**config.mk**
```make
export PLATFORM = sky130hd
export DESIGN_NAME = cdb_arbiter
export DESIGN_NICKNAME = d
export VERILOG_FILES = /design/src/rtl/cdb_arbiter.sv
export SDC_FILE = /design/constraint.sdc
export NUM_CORES = 1
export LEC_CHECK = 0
export ABC_AREA = 1
export BUFFER_PORTS_ARGS = -buffer_cell sky130_fd_sc_hd__buf_4
export CAP_MARGIN = 25
export CORE_AREA = 8 8 140 142
export DETAILED_ROUTE_END_ITERATION = 10
export DIE_AREA = 0 0 148 150
export GPL_ROUTABILITY_DRIVEN = 0
export PLACE_DENSITY = 0.7
export SLEW_MARGIN = 10
export SYNTH_ARGS = -nofsm -noshare
export SYNTH_HDL_FRONTEND = slang
export SYNTH_SLANG_ARGS = --single-unit
```
**constraint.sdc**
```tcl
create_clock -name in_clk -period 5.1 [get_ports in_clk]
set_clock_uncertainty 0.05 [all_clocks]
set_input_delay 0.765 -clock in_clk [delete_from_list [all_inputs] [get_ports in_clk]]
set_output_delay 0.765 -clock in_clk [all_outputs]
set_load 0.02 [all_outputs]
```
**src/rtl/cdb_arbiter.sv**
```systemverilog
// Common data bus arbiter: round-robin grant among finishing FUs,
// winner registered and broadcast to the ROB and reservation stations.
module cdb_arbiter #(
  parameter int NUM_FU       = 4,
  parameter int GPR_SIZE     = 64,
  parameter int ROB_IDX_SIZE = 4,
  parameter int FU_IDX_SIZE  = 2
) (
  input  logic                           in_clk,
  input  logic                           in_rst,
  input  logic [NUM_FU-1:0]              in_fu_done,
  input  logic [NUM_FU*GPR_SIZE-1:0]     in_fu_value,
  input  logic [NUM_FU*ROB_IDX_SIZE-1:0] in_fu_rob_idx,
  input  logic [NUM_FU-1:0]              in_fu_set_nzcv,
  input  logic [NUM_FU*4-1:0]            in_fu_nzcv,
  input  logic                           in_cdb_stall,
  input  logic                           in_flush,
  output logic [NUM_FU-1:0]              out_fu_grant,
  output logic                           out_cdb_valid,
  output logic [GPR_SIZE-1:0]            out_cdb_value,
  output logic [ROB_IDX_SIZE-1:0]        out_cdb_rob_idx,
  output logic                           out_cdb_set_nzcv,
  output logic [3:0]                     out_cdb_nzcv,
  output logic [FU_IDX_SIZE-1:0]         out_fu_idx
);

  localparam int PW = FU_IDX_SIZE + 1;

  logic [FU_IDX_SIZE-1:0] rr_ptr;
  logic [FU_IDX_SIZE-1:0] win;
  logic [FU_IDX_SIZE-1:0] sel;
  logic [FU_IDX_SIZE-1:0] nxt_ptr;
  logic [PW-1:0]          idx;
  logic                   found;
  logic                   go;

  // Scan from rr_ptr with explicit modulo so non-power-of-2 counts wrap
  always_comb begin
    found = 1'b0;
    win   = '0;
    idx   = '0;
    sel   = '0;
    for (int k = 0; k < NUM_FU; k++) begin
      idx = {1'b0, rr_ptr} + PW'(k);
      if (idx >= PW'(NUM_FU))
        idx = idx - PW'(NUM_FU);
      sel = idx[FU_IDX_SIZE-1:0];
      if (!found && in_fu_done[sel]) begin
        found = 1'b1;
        win   = sel;
      end
    end
  end

  assign go = found & ~in_cdb_stall & ~in_flush & ~in_rst;

  assign out_fu_grant = go ? (NUM_FU'(1) << win) : '0;

  assign nxt_ptr = (win == FU_IDX_SIZE'(NUM_FU - 1)) ?
                   '0 : win + 1'b1;

  always_ff @(posedge in_clk or posedge in_rst) begin
    if (in_rst) begin
      rr_ptr           <= '0;
      out_cdb_valid    <= 1'b0;
      out_cdb_value    <= '0;
      out_cdb_rob_idx  <= '0;
      out_cdb_set_nzcv <= 1'b0;
      out_cdb_nzcv     <= '0;
      out_fu_idx       <= '0;
    end else if (in_flush) begin
      out_cdb_valid <= 1'b0;
    end else if (!in_cdb_stall) begin
      out_cdb_valid <= go;
      if (go) begin
        rr_ptr           <= nxt_ptr;
        out_cdb_value    <= in_fu_value[win*GPR_SIZE +: GPR_SIZE];
        out_cdb_rob_idx  <= in_fu_rob_idx[win*ROB_IDX_SIZE +: ROB_IDX_SIZE];
        out_cdb_set_nzcv <= in_fu_set_nzcv[win];
        out_cdb_nzcv     <= in_fu_nzcv[win*4 +: 4];
        out_fu_idx       <= win;
      end
    end
  end

endmodule

```
==> results.yml, run 1 <==
yosys:
  syn-num-nets: 1385
  ys_ff_latch: 78
  synth_edf_count: 0
  ys_seq_area_share_pct: 30.44
  postSynthAreaPerCell_um2: 5.932
  syn_area_um2: 6412
  ys_warn_count: 0
  synthCells: 1081
  ys_types: 24
  synthArstFlopShare_pct: 100.0
  synth_ff_type: "dfrtp_1"
worst_setup_path:
  crit_arrival_ns: 2.97
  worstSetupStartpointType: "flop"
  path_class: "flop to output pin"
  required_ns: 4.28
  crit_path_end_kind: "output pin"
  crit_fanout: 49
cells_and_area:
  fin_area_um2: 9620
  final_cell_mix: "404 x nand2_1, 386 x buf_4, 215 x nand3_1"
  drive_gt1_share_pct: 32.32
  nets: 1720
  layout_commonest_cell: "nand2_1"
  area_growth_pct: 50.03
  fill_cells: 1815
global_routing:
  grtUsageTotal_pct: 21.80
  antenna_found_initial: 1
  grt_max_degree: 84
  grt_pass1_vias: 7226
  grt_overflow: 0
  grt_pass1_wl_um: 38630
floorplan:
  rows: 49
  die_x_um: 148
  start_util_pct: 36.57
  io-pin-count: 380
  core_um2: 17530
  dieArea_um2: 22200
  die_y_um: 150
routing:
  routedWlPerCell_um: 15.36
  drc: 0
  finalWirelength_um: 25340
  drt_pass1_iterations: 5
  vias: 7550
  drt_iter0_markers: 350
  via_per_inst: 4.576
  ant_nets: 0
timing:
  report.final.slew_viol_count: 0
  setup_tns_ns: 0
  fin_crit_sh_pct: 74.16
  tightest_slew_ns: 0.9899
  setup_viol: 0
  hold_viol: 0
  whs_ns: 0.4292
  rsz0062_at_grt: "no"
  fmax_mhz: 264.4
  layout_min_cycle_time_ns: 3.782
  relSlewSlack_pct: 34.01
job:
  maxCapViolCount: 0
status:
  outcome: "completed"
pwr:
  ir_drop_uv: 423.4
  p_per_area_nw_per_um2: 623.2
  leakagePower_uw: 0.005868
  p_total_uw: 5995
clocking:
  numCtsBuffers: 9
  h-tree-depth: 3
  path_clk_slew_ns: 0.05
  cts_num_sinks: 78
  clk_latency_ns: 0.33
  root_buffer: "clkbuf_16"
  post_cts_buffers: 0
  cts.path.max_buffers: 2
  cts_tree: "yes"
  postCtsHoldBufs: 0
  cts.repair.resized: 0
hold_path:
  min_path_type: "flop to flop"
placement:
  hpwl_um: 19580
  numPortBuffers: 379
  place_area_um2: 9293
-- layout make-up --
type	instances	area, um2	share of cell area, %
Inverter	216	814.5	8.467
Multi-Input combinational cell	723	3314	34.45
Timing Repair Buffer	388	2945	30.62
Sequential cell	78	1952	20.29
Clock buffer	11	232.7	2.419
Tap cell	229	286.5	2.978
Clock inverter	4	72.57	0.7543
Antenna cell	1	2.502	0.02601
-- worst max-delay path: stages, from the launching register on --
cell	delay [ns]
dfrtp_1	0.56
inv_2	0.15
nand2_1	0.10
nand2_2	0.09
nand2_1	0.09
nand2_1	0.09
nor2_4	0.12
nand3_2	0.09
nand2_2	0.12
nand2_8	0.21
inv_4	0.46
ha_1	0.23
inv_1	0.04
nor2_1	0.09
buf_4	0.17
-- metrics by stage --
stage | utilization (%) | setup WS [ns] | instances
after floorplan | - | 2.017 | 1081
after global placement | 52.84 | 1.478 | 1632
after detailed placement | 53.00 | 1.447 | 1633
after CTS | 54.74 | 1.297 | 1648
after global routing | 54.87 | 1.018 | 1650
final | 54.87 | 1.318 | 1650
-- worst paths after layout --
| check | start | to | slack (ns) | cells past startpoint |
|---|---|---|---|---|
| hold reg to reg | out_cdb_value[30]$_DFFE_PP0P_ | out_cdb_value[30]$_DFFE_PP0P_ | 0.43 | 2 |
| setup / recovery | rr_ptr[0]$_DFFE_PP0P_ | out_fu_grant[1] | 1.32 | 14 |
| min in group asynchronous | in_rst | out_cdb_value[4]$_DFFE_PP0P_ | 0.50 | 2 |
| setup reg to reg | rr_ptr[0]$_DFFE_PP0P_ | out_cdb_value[11]$_DFFE_PP0P_ | 1.85 | 10 |
| max in group asynchronous | in_rst | out_cdb_value[23]$_DFFE_PP0P_ | 3.52 | 3 |
| hold / removal | out_cdb_value[30]$_DFFE_PP0P_ | out_cdb_value[30]$_DFFE_PP0P_ | 0.43 | 2 |
-- sequential cells by signal, indices dropped and copies added (netlist names) --
register	count
out_fu_idx	2
out_cdb_valid	1
out_cdb_rob_idx	4
out_cdb_nzcv	4
out_cdb_value	64
out_cdb_set_nzcv	1
rr_ptr	2
-- synthesized netlist by cell type (3+ instances only) --
cell type | instances | area, um2
nor2_4 | 3 | 33.78
nand3_1 | 215 | 1076
o21ai_0 | 3 | 15.01
buf_2 | 30 | 150.1
inv_1 | 213 | 799.5
nor2_1 | 8 | 30.03
buf_4 | 15 | 112.6
ha_1 | 4 | 50.05
buf_6 | 3 | 33.78
clkbuf_1 | 16 | 60.06
nand3b_1 | 29 | 217.7
or2_2 | 43 | 269.0
dfrtp_1 | 78 | 1952
nand2_2 | 5 | 31.28
nand2_1 | 406 | 1524
-- cell families after synthesis --
family | after synthesis | synth area share [%]
adder cells (fa/ha/maj) | 4 | 0.7805
flip-flops | 78 | 30.44
AO/OA/AOI/OAI | 5 | 0.3900
AND/OR/NAND/NOR | 714 | 50.15
buffers and inverters | 280 | 18.24
-- layer usage --
metal / GRT usage [%] / wire (um) / vias to the layer above
li1: - / - / 3903
met1: 24.21 / 9725 / 3292
met4: 8.414 / 801 / 0
met3: 8.134 / 2550 / 43
met2: 37.28 / 12260 / 312
met5: 0 / 0 / -
-- power breakdown --
group          switching [uW]  leakage [uW]  internal [uW]  total [uW]
clock                     248      0.000146            426         673
sequential                177      0.000975            907        1080
combinational            2760       0.00475           1480        4240
Power figures use the tool's default switching activity.
==> run 2: changes to the inputs <==
--- a/config.mk
+++ b/config.mk
@@ -8,11 +8,11 @@
 export ABC_AREA = 1
 export BUFFER_PORTS_ARGS = -buffer_cell sky130_fd_sc_hd__buf_4
 export CAP_MARGIN = 25
-export CORE_AREA = 8 8 140 142
+export CORE_AREA = 8 8 142 144
 export DETAILED_ROUTE_END_ITERATION = 10
-export DIE_AREA = 0 0 148 150
+export DIE_AREA = 0 0 150 152
 export GPL_ROUTABILITY_DRIVEN = 0
-export PLACE_DENSITY = 0.7
+export PLACE_DENSITY = 0.71
 export SLEW_MARGIN = 10
 export SYNTH_ARGS = -nofsm -noshare
 export SYNTH_HDL_FRONTEND = slang
==> constraint.sdc (replaced) <==
create_clock -name in_clk -period 3.33 [get_ports in_clk]
set_clock_uncertainty 0.05 [all_clocks]
set_input_delay 0.4995 -clock in_clk [delete_from_list [all_inputs] [get_ports in_clk]]
set_output_delay 0.4995 -clock in_clk [all_outputs]
set_load 0.02 [all_outputs]
==> results.yml, run 2 (synthesis gave the netlist of run 1 again) <==
worst_setup_path:
  crit_arrival_ns: 2.51
  cp_top_family: "simple AND/OR/NAND/NOR gates"
  worstSetupStartpointType: "flop"
  required_ns: 2.78
  crit_chain: "inv_2 -> nand2_1 -> nand3_1 -> nand2_2 -> nor2_4 -> nand3_2 -> nand3_1 -> nand2_4 -> inv_4 -> ha_1 -> inv_1 -> nor2_1 -> buf_4"
  crit_fanout: 11
  path_class: "flop to output pin"
  crit_path_end_kind: "output pin"
  critPathMaxStageDelay_ns: 0.48
  critical_path_buf_inv_count: 4
  cpMostUsedCell: "nand3_1"
  slowest_stage: "dfrtp_2"
clocking:
  postCtsHoldBufs: 0
  numCtsBuffers: 9
  cts_tree: "yes"
  path_clk_slew_ns: 0.06
  post_cts_buffers: 0
  clk_latency_ns: 0.33
  root_buffer: "clkbuf_16"
  cts.path.max_buffers: 2
  h-tree-depth: 3
  cts_num_sinks: 78
routing:
  ant_nets: 0
  routedWlPerCell_um: 15.45
  via_per_inst: 4.597
  drc: 0
  drt_iter0_markers: 292
  finalWirelength_um: 25550
  drt_pass1_iterations: 4
  vias: 7603
pwr:
  p_int_uw: 4462
  switching_share_pct: 52.03
  comb_power_share_pct: 70.1
  leakagePower_uw: 0.005904
  p_total_uw: 9303
  p_per_area_nw_per_um2: 960.3
  ir_drop_uv: 734.4
  pwr-share-seq_pct: 17.8
  clkPwrFrac_pct: 12.1
  switchingPower_uw: 4841
job:
  maxCapViolCount: 0
cells_and_area:
  regArea_um2: 1953
  area_growth_pct: 51.08
  fill_cells: 1852
  regMostFlops: "out_cdb_value"
  multiInputGateArea_um2: 3319
  drive_gt1_share_pct: 32.56
  reg_top3: "out_cdb_value (64), out_cdb_nzcv (4), out_cdb_rob_idx (4)"
  n_antenna_cell: 0
  final_cell_mix: "404 x nand2_1, 389 x buf_4, 215 x nand3_1"
  nets: 1724
  layout_commonest_cell: "nand2_1"
  largest_reg_flops: 64
timing:
  tightest_slew_ns: 0.7085
  whs_ns: 0.2059
  hold_viol: 0
  setup_viol: 0
  rsz0062_at_grt: "no"
  relSlewSlack_pct: 52.77
  fmax_mhz: 326.4
  report.final.slew_viol_count: 0
  fin_crit_sh_pct: 91.99
  setup_tns_ns: 0
  layout_min_cycle_time_ns: 3.063
global_routing:
  grt_max_degree: 120
  grt_pass1_wl_um: 39450
  grt_pass1_vias: 7470
  antenna_found_initial: 0
  grtUsageTotal_pct: 21.62
  grt_overflow: 0
floorplan:
  die_y_um: 152
  die_x_um: 150
  rows: 49
  io-pin-count: 380
  start_util_pct: 36.07
  dieArea_um2: 22800
  core_um2: 17780
placement:
  numPortBuffers: 379
  hpwl_um: 19930
hold_path:
  min_path_type: "input pin to asynchronous set/reset pin"
status:
  outcome: "completed"
==> run 2: power by group through the flow <==
stage / logic [uW] / clock network [uW] / registers, uW
finish: 6520 / 1130 / 1650
global route: 7270 / 1190 / 1710
CTS: 6600 / 1160 / 1650
detailed placement: 6600 / 0 / 1660
global placement: 6560 / 0 / 1650
floorplan: 4200 / 0 / 2140
==> run 2: metrics by stage <==
step | area (um2) | util, % | worst slack (ns) | std cells
floorplan | 6412 | - | 0.7776 | 1081
global placement | 9348 | 52.58 | 0.4723 | 1638
detailed placement | 9348 | 52.58 | 0.3436 | 1638
CTS | 9681 | 54.45 | 0.08493 | 1654
global route | 9688 | 54.49 | 0.06243 | 1654
finish | 9688 | 54.49 | 0.2667 | 1654
==> run 2: final timing paths <==
kind	startpoint	end	slack [ns]	cells past startpoint
max reg2reg	rr_ptr[0]$_DFFE_PP0P_	out_cdb_value[56]$_DFFE_PP0P_	0.76	12
min in group in_clk	in_cdb_stall	out_cdb_valid$_DFFE_PP0P_	0.37	3
max in group asynchronous	in_rst	out_cdb_value[32]$_DFFE_PP0P_	2.31	3
min reg2reg	out_cdb_value[31]$_DFFE_PP0P_	out_cdb_value[31]$_DFFE_PP0P_	0.43	2
min	in_rst	rr_ptr[1]$_DFFE_PP0P_	0.21	2
max	rr_ptr[0]$_DFFE_PP0P_	out_fu_grant[3]	0.27	13
==> run 2: area by class of cell <==
cell class / instances / area share [%]
multi-input cells: 723 / 34.26
repair buffers: 392 / 30.76
flip-flops and latches: 78 / 20.16
inverters: 216 / 8.433
well taps: 229 / 2.958
clock buffers: 12 / 2.441
clock inverters: 4 / 0.9815
==> run 2: timing repair <==
action,CTS,global route
endpoints found under the setup margin,1,1
gates resized for setup,1,2
gates cloned,0,0
==> run 2: per-layer routing <==
metal  up-vias  GRT usage [%]  part of all wire, %
met1      3358          24.44                   38
li1       3913              -                    -
met2       302          36.85                   49
met5         -              0                    0
met3        30          7.395                   11
met4         0          7.762                  2.5
==> run 2: worst reg2reg max path, delay by kind of cell, from the launching register on <==
family        cells  cell delay (ns)
simple gates     10             1.37
buf+inv           2             0.60
flops             1             0.48
==> run 3: changes to the inputs <==
--- a/config.mk
+++ b/config.mk
@@ -5,14 +5,13 @@
 export SDC_FILE = /design/constraint.sdc
 export NUM_CORES = 1
 export LEC_CHECK = 0
-export ABC_AREA = 1
 export BUFFER_PORTS_ARGS = -buffer_cell sky130_fd_sc_hd__buf_4
 export CAP_MARGIN = 25
 export CORE_AREA = 8 8 142 144
 export DETAILED_ROUTE_END_ITERATION = 10
 export DIE_AREA = 0 0 150 152
 export GPL_ROUTABILITY_DRIVEN = 0
-export PLACE_DENSITY = 0.71
+export PLACE_DENSITY = 0.67
 export SLEW_MARGIN = 10
 export SYNTH_ARGS = -nofsm -noshare
 export SYNTH_HDL_FRONTEND = slang
==> results.yml, run 3 <==
clocking:
  post_cts_buffers: 0
  cts_tree: "yes"
  cts_num_sinks: 78
  root_buffer: "clkbuf_16"
  path_clk_slew_ns: 0.06
  h-tree-depth: 3
  postCtsHoldBufs: 0
  cts.path.max_buffers: 2
  clk_latency_ns: 0.34
  cts.repair.resized: 0
  numCtsBuffers: 9
worst_setup_path:
  reg2reg_depth: 7
  slowest_stage: "dfrtp_1"
  crit_chain: "mux2i_1 -> nor2_4 -> nor3_4 -> inv_4 -> ha_1 -> and2_1 -> buf_4"
  worst-path-stages: 7
  worstSetupStartpointType: "flop"
  crit_fanout: 24
  path_class: "flop to output pin"
  crit_path_end_kind: "output pin"
  required_ns: 2.78
  cp_top_family: "flip-flops"
  rrSetupSlack_ns: 0.82
  critical_path_buf_inv_count: 2
  critPathMaxStageDelay_ns: 0.50
  crit_arrival_ns: 2.33
routing:
  finalWirelength_um: 26540
  routedWlPerCell_um: 22.19
  drt_iter0_markers: 397
  drt_pass1_iterations: 4
  vias: 6610
  drc: 0
  ant_nets: 0
  via_per_inst: 5.527
floorplan:
  start_util_pct: 32.42
  rows: 49
  die_x_um: 150
  core_um2: 17780
  io-pin-count: 380
  dieArea_um2: 22800
  die_y_um: 152
yosys:
  synth_mux_area_share_pct: 12.85
  synth_ff_type: "dfrtp_1"
  synthTopCellsByArea: "dfrtp_1 34%, mux2i_1 13%, a21o_1 9.6%"
  synth_adder_area_share_pct: 0.8682
  synth_top_area_share_pct: 33.86
  ys_seq_area_share_pct: 33.86
  synth_compound_area_share_pct: 30.50
  synth_most_common_cell: "nand2_1"
  ys_warn_count: 0
  synthCells: 639
  synthArstFlopShare_pct: 100.0
  ys_types: 30
  ys_ff_latch: 78
  synthTopCellsByCount: "80 x nand2_1, 78 x dfrtp_1, 74 x a21o_1, 74 x mux2i_1"
  synth-simple-area-share_pct: 14.59
  synth_top_family_by_area: "compound AO/OA/AOI/OAI gates"
  synth_edf_count: 0
  syn-num-nets: 943
  yosysTopAreaCell: "dfrtp_1"
  syn_area_um2: 5764
  postSynthAreaPerCell_um2: 9.021
  synthXorXnorAreaFrac_pct: 0
timing:
  setup_tns_ns: 0
  setup_viol: 0
  relSlewSlack_pct: 34.72
  tightest_slew_ns: 0.9792
  layout_min_cycle_time_ns: 2.881
  fmax_mhz: 347.1
  whs_ns: 0.1857
  hold_viol: 0
  fin_crit_sh_pct: 86.52
  rsz0062_at_grt: "no"
  report.final.slew_viol_count: 0
cells_and_area:
  area_growth_pct: 56.07
  reg_top3: "out_cdb_value (64), out_cdb_nzcv (4), out_cdb_rob_idx (4)"
  nets: 1266
  finalNonFillerCells: 1196
  largest_reg_flops: 64
  final_cell_mix: "391 x buf_4, 79 x nand2_1, 78 x dfrtp_1"
  regMostFlops: "out_cdb_value"
  drive_gt1_share_pct: 43.54
  layout_commonest_cell: "buf_4"
  n_antenna_cell: 0
global_routing:
  grt_pass1_vias: 6881
  grtUsageTotal_pct: 22.36
  antenna_found_initial: 0
  grt_max_degree: 75
  grt_overflow: 0
  grt_pass1_wl_um: 40500
pwr:
  leakagePower_uw: 0.004415
  p_per_area_nw_per_um2: 575.0
  ir_drop_uv: 278.1
job:
  maxCapViolCount: 0
placement:
  dpl.cell_count: 1180
  hpwl_um: 18650
  numPortBuffers: 379
hold_path:
  min_path_type: "input pin to asynchronous set/reset pin"
status:
  outcome: "completed"
==> run 3: cell count changes after synthesis, moves of 72 or more <==
cell and delta:
nand2_1 -326, nand3_1 -215, nand4_1 +72, o211ai_1 +73, mux2i_1 +74, inv_1 -211
a21o_1 +74, o31ai_1 +73
==> run 3: final cells by class <==
class                   count  area, um2
fillers                  1740       8783
repair buffers            394       2995
well taps                 229      286.5
clock buffers              12      246.5
flip-flops and latches     78       1952
multi-input cells         475       3427
inverters                   4      18.77
clock inverters             4      70.07
==> run 3: cells by family after synthesis <==
logic type	count (synthesis)
flops	78
buf+inv	86
compound gates	231
mux	74
fa+ha+maj	4
simple gates	166
==> run 3: metrics by stage <==
step                      instance area, um2  power, uW  worst slack [ns]  utilization (%)
final                                   8996       5173            0.4490            50.60
after global routing                    8996       5472            0.3305            50.60
after detailed placement                8680       4120            0.6115            48.82
after floorplan                         5764       2983            0.7855                -
after CTS                               8996       5234            0.4141            50.60
after global placement                  8680       4092            0.6570            48.82
==> run 3: worst paths after layout <==
path / start / to
max: rr_ptr[1]$_DFFE_PP0P_ / out_fu_grant[0]
min: in_rst / out_cdb_valid$_DFFE_PP0P_
max reg2reg: rr_ptr[1]$_DFFE_PP0P_ / out_cdb_value[45]$_DFFE_PP0P_
min reg2reg: out_fu_idx[1]$_DFFE_PP0P_ / out_fu_idx[1]$_DFFE_PP0P_
max in group asynchronous: in_rst / out_cdb_value[1]$_DFFE_PP0P_
min in group in_clk: in_flush / out_cdb_valid$_DFFE_PP0P_
==> run 3: power breakdown <==
part / internal, uW / leakage (uW) / switching [uW]
registers: 1280 / 0.000975 / 199
logic: 1130 / 0.00328 / 1480
clock network: 676 / 0.000157 / 407
total: 3080 / 0.00441 / 2090
==> run 3: layer usage <==
layer  track usage, %  vias up  routed length, um
met5                0        -                  0
met4            8.095        0                707
met3            6.296       43               2806
met2            37.25      369              13180
met1            26.78     3082               9840
li1                 -     3116                  -
